==> config.mk <==
export PLATFORM = sky130hd
export DESIGN_NAME = load_store_unit
export DESIGN_NICKNAME = d
export VERILOG_FILES = /design/src/rtl/load_store_unit_pkg.sv /design/src/rtl/load_store_unit_align.sv /design/src/rtl/load_store_unit.sv
export SDC_FILE = /design/constraint.sdc
export NUM_CORES = 1
export LEC_CHECK = 0
export BUFFER_PORTS_ARGS = -buffer_cell sky130_fd_sc_hd__buf_2
export CORE_MARGIN = 3
export CORE_UTILIZATION = 40
export DETAILED_ROUTE_END_ITERATION = 16
export GPL_TIMING_DRIVEN = 0
export PLACE_DENSITY = 0.71
export SYNTH_ARGS = -nofsm -noshare
export SYNTH_HDL_FRONTEND = slang
export SYNTH_SLANG_ARGS = --single-unit
==> constraint.sdc <==
create_clock -name clk -period 4.6 [get_ports clk]
set_clock_uncertainty 0.05 [all_clocks]
set_input_delay 0.92 -clock clk [delete_from_list [all_inputs] [get_ports clk]]
set_output_delay 0.92 -clock clk [all_outputs]
set_load 0.02 [all_outputs]
==> src/rtl/load_store_unit_pkg.sv <==
// Shared definitions for the load/store unit: FSM states, funct3 and opcode
// encodings, and the access-legality rule.
package load_store_unit_pkg;

    typedef enum logic [1:0] {
        ST_IDLE  = 2'd0,
        ST_ISSUE = 2'd1,
        ST_WAIT  = 2'd2,
        ST_RESP  = 2'd3
    } lsu_state_t;

    localparam logic [2:0] F3_B  = 3'b000;
    localparam logic [2:0] F3_H  = 3'b001;
    localparam logic [2:0] F3_W  = 3'b010;
    localparam logic [2:0] F3_BU = 3'b100;
    localparam logic [2:0] F3_HU = 3'b101;

    localparam logic [6:0] LOAD  = 7'b0000011;
    localparam logic [6:0] STORE = 7'b0100011;

    // Unsigned widths exist only for loads; halfwords need even, words need
    // 4-byte aligned addresses.
    function automatic logic access_ok(input logic we, input logic [2:0] funct3,
                                       input logic [1:0] lo);
        logic ok;
        ok = 1'b0;
        case (funct3)
            F3_B:    ok = 1'b1;
            F3_H:    ok = ~lo[0];
            F3_W:    ok = (lo == 2'b00);
            F3_BU:   ok = ~we;
            F3_HU:   ok = ~we & ~lo[0];
            default: ok = 1'b0;
        endcase
        return ok;
    endfunction

endpackage

==> src/rtl/load_store_unit_align.sv <==
// Byte-lane steering: store mask and data replication, plus load lane
// extraction with sign/zero extension.
module lsu_align
    import load_store_unit_pkg::*;
(
    input  logic [2:0]  funct3,
    input  logic [1:0]  offset,
    input  logic [31:0] store_data,
    input  logic [31:0] load_word,
    output logic [3:0]  wmask,
    output logic [31:0] wdata,
    output logic [31:0] rdata
);

    logic [7:0]  lane_b;
    logic [15:0] lane_h;

    always_comb begin
        wmask = 4'b1111;
        wdata = store_data;
        case (funct3)
            F3_B: begin
                wmask = 4'b0001 << offset;
                wdata = {4{store_data[7:0]}};
            end
            F3_H: begin
                wmask = 4'b0011 << offset;
                wdata = {2{store_data[15:0]}};
            end
            default: begin
                wmask = 4'b1111;
                wdata = store_data;
            end
        endcase
    end

    always_comb begin
        lane_b = load_word[7:0];
        case (offset)
            2'd0: lane_b = load_word[7:0];
            2'd1: lane_b = load_word[15:8];
            2'd2: lane_b = load_word[23:16];
            2'd3: lane_b = load_word[31:24];
            default: lane_b = load_word[7:0];
        endcase
        lane_h = offset[1] ? load_word[31:16] : load_word[15:0];
        case (funct3)
            F3_B:    rdata = {{24{lane_b[7]}}, lane_b};
            F3_BU:   rdata = {24'b0, lane_b};
            F3_H:    rdata = {{16{lane_h[15]}}, lane_h};
            F3_HU:   rdata = {16'b0, lane_h};
            default: rdata = load_word;
        endcase
    end

endmodule

==> src/rtl/load_store_unit.sv <==
// Memory-access stage: one aligned data-memory access per request, with an
// error response for illegal/misaligned requests and memory timeouts.
module load_store_unit
    import load_store_unit_pkg::*;
#(
    parameter int unsigned TIMEOUT_CYCLES = 255
) (
    input  logic        clk,
    input  logic        reset,
    input  logic        req_valid,
    output logic        req_ready,
    input  logic        req_we,
    input  logic [2:0]  req_funct3,
    input  logic [31:0] req_addr,
    input  logic [31:0] req_wdata,
    output logic        rsp_valid,
    output logic [31:0] rsp_rdata,
    output logic        rsp_err,
    output logic [31:0] mem_addr,
    output logic [31:0] mem_wdata,
    output logic [3:0]  mem_wmask,
    output logic        mem_rstrb,
    input  logic [31:0] mem_rdata,
    input  logic        mem_rbusy,
    input  logic        mem_wbusy
);

    localparam logic [7:0] LIMIT = 8'(TIMEOUT_CYCLES);

    lsu_state_t  state, next_state;
    logic        ready_q;
    logic        we_q;
    logic [2:0]  funct3_q;
    logic [31:0] addr_q;
    logic [31:0] wdata_q;
    logic        err_q;
    logic [31:0] rdata_q;
    logic [7:0]  cnt;
    logic [7:0]  cnt_inc;

    logic        accept;
    logic        legal;
    logic        busy;
    logic        done;
    logic        expired;

    logic [3:0]  st_wmask;
    logic [31:0] st_wdata;
    logic [31:0] ld_data;
    logic [31:0] st_rdata_unused;
    logic [3:0]  ld_wmask_unused;
    logic [31:0] ld_wdata_unused;

    // Store side steers the latched request; load side steers the returning word.
    lsu_align u_store_align (
        .funct3     (funct3_q),
        .offset     (addr_q[1:0]),
        .store_data (wdata_q),
        .load_word  (32'b0),
        .wmask      (st_wmask),
        .wdata      (st_wdata),
        .rdata      (st_rdata_unused)
    );

    lsu_align u_load_align (
        .funct3     (funct3_q),
        .offset     (addr_q[1:0]),
        .store_data (32'b0),
        .load_word  (mem_rdata),
        .wmask      (ld_wmask_unused),
        .wdata      (ld_wdata_unused),
        .rdata      (ld_data)
    );

    assign accept  = req_valid & ready_q & (state == ST_IDLE);
    assign legal   = access_ok(req_we, req_funct3, req_addr[1:0]);
    assign busy    = we_q ? mem_wbusy : mem_rbusy;
    assign cnt_inc = cnt + 8'd1;
    assign done    = (state == ST_WAIT) & ~busy;
    assign expired = (state == ST_WAIT) & busy & (cnt_inc == LIMIT);

    always_comb begin
        next_state = state;
        case (state)
            ST_IDLE:  if (accept) next_state = legal ? ST_ISSUE : ST_RESP;
            ST_ISSUE: next_state = ST_WAIT;
            ST_WAIT:  if (done || expired) next_state = ST_RESP;
            ST_RESP:  next_state = ST_IDLE;
            default:  next_state = ST_IDLE;
        endcase
    end

    // Ready follows the next state, so it stays low on the first cycle after reset.
    always_ff @(posedge clk or negedge reset) begin
        if (!reset) begin
            state    <= ST_IDLE;
            ready_q  <= 1'b0;
            we_q     <= 1'b0;
            funct3_q <= 3'b0;
            addr_q   <= 32'b0;
            wdata_q  <= 32'b0;
            err_q    <= 1'b0;
            rdata_q  <= 32'b0;
            cnt      <= 8'b0;
        end else begin
            state   <= next_state;
            ready_q <= (next_state == ST_IDLE);
            if (accept) begin
                we_q     <= req_we;
                funct3_q <= req_funct3;
                addr_q   <= req_addr;
                wdata_q  <= req_wdata;
                err_q    <= ~legal;
                rdata_q  <= 32'b0;
            end
            if (state == ST_ISSUE)
                cnt <= 8'b0;
            else if ((state == ST_WAIT) && busy)
                cnt <= cnt_inc;
            if (done)
                rdata_q <= we_q ? 32'b0 : ld_data;
            if (expired)
                err_q <= 1'b1;
        end
    end

    assign req_ready = ready_q;
    assign rsp_valid = (state == ST_RESP);
    assign rsp_rdata = (state == ST_RESP) ? rdata_q : 32'b0;
    assign rsp_err   = (state == ST_RESP) & err_q;
    assign mem_addr  = {addr_q[31:2], 2'b00};
    assign mem_rstrb = (state == ST_ISSUE) & ~we_q;
    assign mem_wmask = ((state == ST_ISSUE) && we_q) ? st_wmask : 4'b0;
    assign mem_wdata = ((state == ST_ISSUE) && we_q) ? st_wdata : 32'b0;

endmodule

==> flow_metrics.env, run 1 <==
export IMPL_drv_cap=0
export IMPL_die_area_um2=16400
export IMPL_report_final_slew_viol_count=0
export IMPL_yosysMostFrequentCell="nand2_1"
export IMPL_status="completed"
export IMPL_clockRootBuffer="clkbuf_16"
export IMPL_grt_usage=0.221
export IMPL_tightest_slew_ns=0.772
export IMPL_multi_input_area_um2=2690
export IMPL_ys_seq_elements=112
export IMPL_total_power_w=0.00478
export IMPL_die_h_um=128
export IMPL_syn_area_um2=5960
export IMPL_leakagePower_nw=4.09
export IMPL_syn_instance_count=703
export IMPL_routabilityCongestion=0.894
export IMPL_synthTopCellsByArea="dfrtp_1, nand2_1, buf_4, and2_1, a21oi_1"
export IMPL_viasPerCell=5.16
export IMPL_drt_initial_drc_count=397
export IMPL_ant_nets=0
export IMPL_critical_path_class="flip-flop to output port"
export IMPL_wl_per_cell_um=16.3
export IMPL_yosysSeqAreaShare=0.470
export IMPL_clockBufferDepth=2
export IMPL_yosysTopAreaCellShare=0.470
export IMPL_postCtsSetupBuffers=0
export IMPL_p_seq_frac=0.355
export IMPL_num_io_pins=209
export IMPL_crit_slowest_cell="nor3_2"
export IMPL_path_clk_slew_ns=0.08
export IMPL_antenna_found_initial=0
export IMPL_gr_total_overflow=0
export IMPL_grt_pass1_vias=5422
export IMPL_syn_avg_cell_area_um2=8.48
export IMPL_crit_family="simple AND/OR/NAND/NOR gates"
export IMPL_end_kind="output port"
export IMPL_floorplan_initialDensity=0.420
export IMPL_setup_tns_ns=0
export IMPL_cts_hold_fix_buffers=0
export IMPL_drive_gt1_frac=0.306
export IMPL_yosysUniqueCellTypes=44
export IMPL_power_density_nw_per_um2=635
export IMPL_cp_data_arrival_time_ns=2.53
export IMPL_period_share=0.760
export IMPL_postRouteWirelength_um=18000
export IMPL_critical_path_startpoint_type="flip-flop"
export IMPL_fmax_mhz=286
export IMPL_synth_area_leader_cell="dfrtp_1"
export IMPL_postCtsResizedCells=0
export IMPL_fillers=1436
export IMPL_p_comb_frac=0.485
export IMPL_crit_required_ns=3.63
export IMPL_layout_nets=1034
export IMPL_clock_latency_ns=0.36
export IMPL_portBuffers=206
export IMPL_setup_violations=0
export IMPL_cts_tree="built"
export IMPL_dp_hpwl_um=13700
export IMPL_grt_max_degree=82
export IMPL_rows=43
export IMPL_drt_pass1_iter_count=5
export IMPL_hold_class="primary input to asynchronous set/reset pin"
export IMPL_p_sw_w=0.00207
export IMPL_fin_crit_ns=3.50
export IMPL_area_growth_pct=26.4
export IMPL_cts_inserted_buffers=9
export IMPL_crit_fanout=10
export IMPL_synthTopCellsByCount="nand2_1, dfrtp_1, and2_1"
export IMPL_grt_first_pass_wirelength_um=28500
export IMPL_vias=5710
export IMPL_cp_slowest_stage_delay_ns=0.70
export IMPL_internal_power_w=0.00272
export IMPL_worstPathCellList="clkbuf_1 > nor3_2 > nand2_1 > a311oi_1 > buf_2"
export IMPL_num_antenna_cells=0
export IMPL_synth_ff_type="dfrtp_1"
export IMPL_synth_edf_count=0
export IMPL_clkSinkCount=112
export IMPL_fin_cells=1106
export IMPL_placedCellCount=1091
export IMPL_relSlewSlack=0.482
export IMPL_core_um2=14200
export IMPL_p_sw_frac=0.432
export IMPL_seq_area_um2=2800
export IMPL_yosysWarnings=0
export IMPL_drc=0
export IMPL_hold_viol_final=0
export IMPL_vdd_drop_max_v=0.000341
export IMPL_pwr_share_clk=0.160
export IMPL_die_w_um=128
export IMPL_cts_htree_levels=3
export IMPL_ys_async_sr_fraction=1.00
export IMPL_critical_path_buf_inv_count=2
export IMPL_rsz0062_at_grt="no"
[path summary, 6_finish.rpt]
path | cells past startpoint | slack, ns | from | endpoint
max reg2reg | 9 | 2.12 | state[0] | rdata_q[0]
max in group asynchronous | 2 | 3.41 | reset | cnt[5]
max | 5 | 1.10 | funct3_q[1] | mem_wdata[31]
min | 1 | 0.40 | reset | rdata_q[19]
min in group clk | 2 | 0.43 | rdata_q[4] | rdata_q[4]
min reg2reg | 2 | 0.43 | rdata_q[4] | rdata_q[4]
[power by group through the flow]
| stage | clock (W) | combinational (W) | sequential (W) |
|---|---|---|---|
| 3_3_place_gp | 0 | 0.00228 | 0.00170 |
| 4_1_cts | 0.000786 | 0.00233 | 0.00169 |
| 5_1_grt | 0.000826 | 0.00257 | 0.00175 |
| 2_1_floorplan | 0 | 0.00168 | 0.00162 |
| 3_5_place_dp | 0 | 0.00232 | 0.00171 |
| 6_report | 0.000764 | 0.00232 | 0.00170 |
[flip-flops by register name, summed over array words and instances, names as in the netlist]
name,count
rdata_q,32
funct3_q,3
cnt,8
req_ready,1
wdata_q,32
err_q,1
we_q,1
state,2
addr_q,32
[metal layers]
layer | track usage | share of wire | vias up
met2 | 0.349 | 0.46 | 268
met3 | 0.0646 | 0.10 | 29
met5 | 0 | 0 | -
met1 | 0.299 | 0.42 | 2674
met4 | 0.0599 | 0.022 | 0
li1 | - | - | 2739
[per-stage QoR]
stage | hold WS [ns] | util | cell area [µm²] | worst slack [ns]
after floorplan | 0.391 | - | 5960 | 1.88
after global placement | 0.405 | 0.508 | 7220 | 1.17
after detailed placement | 0.412 | 0.511 | 7250 | 1.50
after CTS | 0.396 | 0.530 | 7530 | 1.09
after global routing | 0.404 | 0.530 | 7530 | 0.974
final | 0.396 | 0.530 | 7530 | 1.10
[logic make-up after synthesis]
logic type,share of synthesized area
AND/OR/NAND/NOR,0.261
AO/OA/AOI/OAI,0.129
flip-flops,0.470
buffers and inverters,0.0791
multiplexers,0.0348
adder cells (fa/ha/maj),0.0147
XOR/XNOR,0.0103
other,0.000629
[final cells by class]
type	instances	area share
Tap cell	180	0.0299
Inverter	8	0.00399
Timing Repair Buffer	207	0.141
Multi-Input combinational cell	506	0.357
Clock inverter	5	0.00548
Clock buffer	10	0.0317
Buffer	78	0.0586
Sequential cell	112	0.372
[placed cells by master, fill, tap and decap left out, types with 7 or more instances in the layout]
cell and instances:
a21oi_1 36, a221o_1 16, a311oi_1 8, and2_1 38, and3_1 12, buf_2 213
buf_4 33, clkbuf_1 31, clkbuf_16 9, dfrtp_1 112, ha_1 7, inv_1 8
mux2_2 8, nand2_1 259, nor2_1 16, o21ai_0 36
Power figures use the tool's default switching activity.
==> inputs of run 2 (changes only) <==
Settings changed: PLACE_DENSITY 0.71 to 0.74.
Clock period 4.6 ns to 3.1 ns, I/O delays scaled along.
==> run 2 against run 1 <==
Sequential power up 49%. Critical path depth up 1. Wire length down 0.48%. Clock-buffer cell count up 1. Worst hold slack worse by 0.27 ns.
==> flow_metrics.env, run 2 (synthesis gave the netlist of run 1 again) <==
export IMPL_status="completed"
export IMPL_crit_slowest_cell="clkbuf_1"
export IMPL_grt_max_degree=75
export IMPL_crit_family="buffers and inverters"
export IMPL_layout_nets=1034
export IMPL_critical_path_buf_inv_count=3
export IMPL_drc=0
export IMPL_cts_htree_levels=3
export IMPL_fin_crit_ns=2.92
export IMPL_die_h_um=128
export IMPL_grt_busiest_layer="met2"
export IMPL_floorplan_initialDensity=0.420
export IMPL_grt_usage=0.220
export IMPL_cp_slowest_stage_delay_ns=0.46
export IMPL_critical_path_class="flip-flop to output port"
export IMPL_leakagePower_nw=4.11
export IMPL_reg_top3="addr_q x32, rdata_q x32, wdata_q x32"
export IMPL_wl_per_cell_um=16.2
export IMPL_fillers=1425
export IMPL_clockBufferDepth=2
export IMPL_vias=5693
export IMPL_hold_viol_final=0
export IMPL_worstRegToRegCells=8
export IMPL_met3_usage=0.0742
export IMPL_cts_tree="built"
export IMPL_ant_nets=0
export IMPL_drive_gt1_frac=0.313
export IMPL_r2r_start="state[0]"
export IMPL_area_growth_pct=27.1
export IMPL_end_kind="output port"
export IMPL_cts_hold_fix_buffers=0
export IMPL_clockRootBuffer="clkbuf_16"
export IMPL_fin_area_um2=7580
export IMPL_use_met1=0.284
export IMPL_relSlewSlack=0.562
export IMPL_antenna_found_initial=4
export IMPL_num_io_pins=209
export IMPL_path_clk_slew_ns=0.08
export IMPL_dp_hpwl_um=13700
export IMPL_place_area_um2=7250
export IMPL_layout_cells_most_common_list="nand2_1, buf_2, dfrtp_1"
export IMPL_postRouteWirelength_um=18000
export IMPL_num_antenna_cells=0
export IMPL_worstPathCellList="clkbuf_1 > or2_2 > clkbuf_1 > nand2_1 > a21oi_1 > buf_2"
export IMPL_gr_total_overflow=0
export IMPL_fmax_mhz=342
export IMPL_report_final_slew_viol_count=0
export IMPL_cts_inserted_buffers=9
export IMPL_power_density_nw_per_um2=941
export IMPL_routabilityCongestion=0.877
export IMPL_crit_required_ns=2.43
export IMPL_cp_depth=6
export IMPL_critPathLaunch="funct3_q[1]"
export IMPL_setup_violations=0
export IMPL_cpMostUsedCell="clkbuf_1"
export IMPL_clock_latency_ns=0.35
export IMPL_drt_initial_drc_count=456
export IMPL_drv_cap=0
export IMPL_portBuffers=206
export IMPL_total_power_w=0.00713
export IMPL_period_share=0.943
export IMPL_rows=43
export IMPL_clkSinkCount=112
export IMPL_cp_data_arrival_time_ns=2.25
export IMPL_core_um2=14200
export IMPL_viasPerCell=5.14
export IMPL_grt_first_pass_wirelength_um=28100
export IMPL_drt_pass1_iter_count=5
export IMPL_rsz0062_at_grt="no"
export IMPL_gr_usage_met2=0.352
export IMPL_die_w_um=128
export IMPL_vdd_drop_max_v=0.000393
export IMPL_fin_util=0.533
export IMPL_layout_commonest_cell="nand2_1"
export IMPL_die_area_um2=16400
export IMPL_grt_pass1_vias=5433
export IMPL_tightest_slew_ns=0.658
export IMPL_hold_class="primary input to asynchronous set/reset pin"
export IMPL_critical_path_startpoint_type="flip-flop"
export IMPL_crit_fanout=10
[run 2: cell count changes in the layout (fill, tap and decap cells not counted), sizes merged]
cell	previous run	this run
buf	254	256
clkbuf	41	40
clkinv	2	3
clkinvlp	1	0
[run 2: layout make-up]
type	instances	area (µm²)	share of cell area
flip-flops and latches	112	2800	0.370
multi-input cells	506	2710	0.358
repair buffers	209	1090	0.144
plain buffers	76	435	0.0575
clock buffers	11	243	0.0320
well taps	180	225	0.0297
clock inverters	5	38.8	0.00512
inverters	8	30.0	0.00396
[run 2: metal layers]
metal  vias up  routed length (µm)
met4         8                 444
met2       275                8280
met3        35                1770
li1       2743                   -
met5         -                  41
met1      2632                7410
[run 2: worst reg2reg max path, cell delays in order, from the launching register on]
cell and delay (ns):
dfrtp_1 0.44, inv_1 0.16, ha_1 0.16, buf_4 0.15
nor3b_2 0.54, nand2_1 0.19, a221oi_4 0.39, buf_6 0.20
a221o_1 0.12
[run 2: report_power, final]
group	switching (W)	internal, W	total, W
Sequential	0.000423	0.00211	0.00253
Clock	0.000538	0.000576	0.00111
Combinational	0.00209	0.00140	0.00349
[run 2: worst paths after layout]
| check | slack [ns] | endpoint |
|---|---|---|
| setup / recovery | 0.18 | mem_wdata[17] |
| hold / removal | 0.12 | rdata_q[3] |
| setup reg to reg | 0.65 | rdata_q[24] |
| hold reg to reg | 0.42 | rdata_q[10] |
| max in group asynchronous | 2.20 | addr_q[16] |
| min in group clk | 0.40 | addr_q[7] |
[run 2: timing repair]
| item | in CTS | in global routing |
|---|---|---|
| endpoints found under the setup margin | 9 | 22 |
| setup buffers | 0 | 2 |
| gates resized for setup | 3 | 4 |
| gates cloned | 0 | 0 |
| pin swaps | 0 | 1 |
[run 2: metrics by stage]
step	hold slack (ns)	TNS (ns)	setup WS, ns	std cells
after floorplan	0.274	0	0.681	704
after global placement	0.405	-1.74	-0.0271	1090
after detailed placement	0.413	0	0.268	1091
after CTS	0.117	0	0.0344	1107
after global routing	0.128	0	0.0679	1107
final	0.122	0	0.177	1107
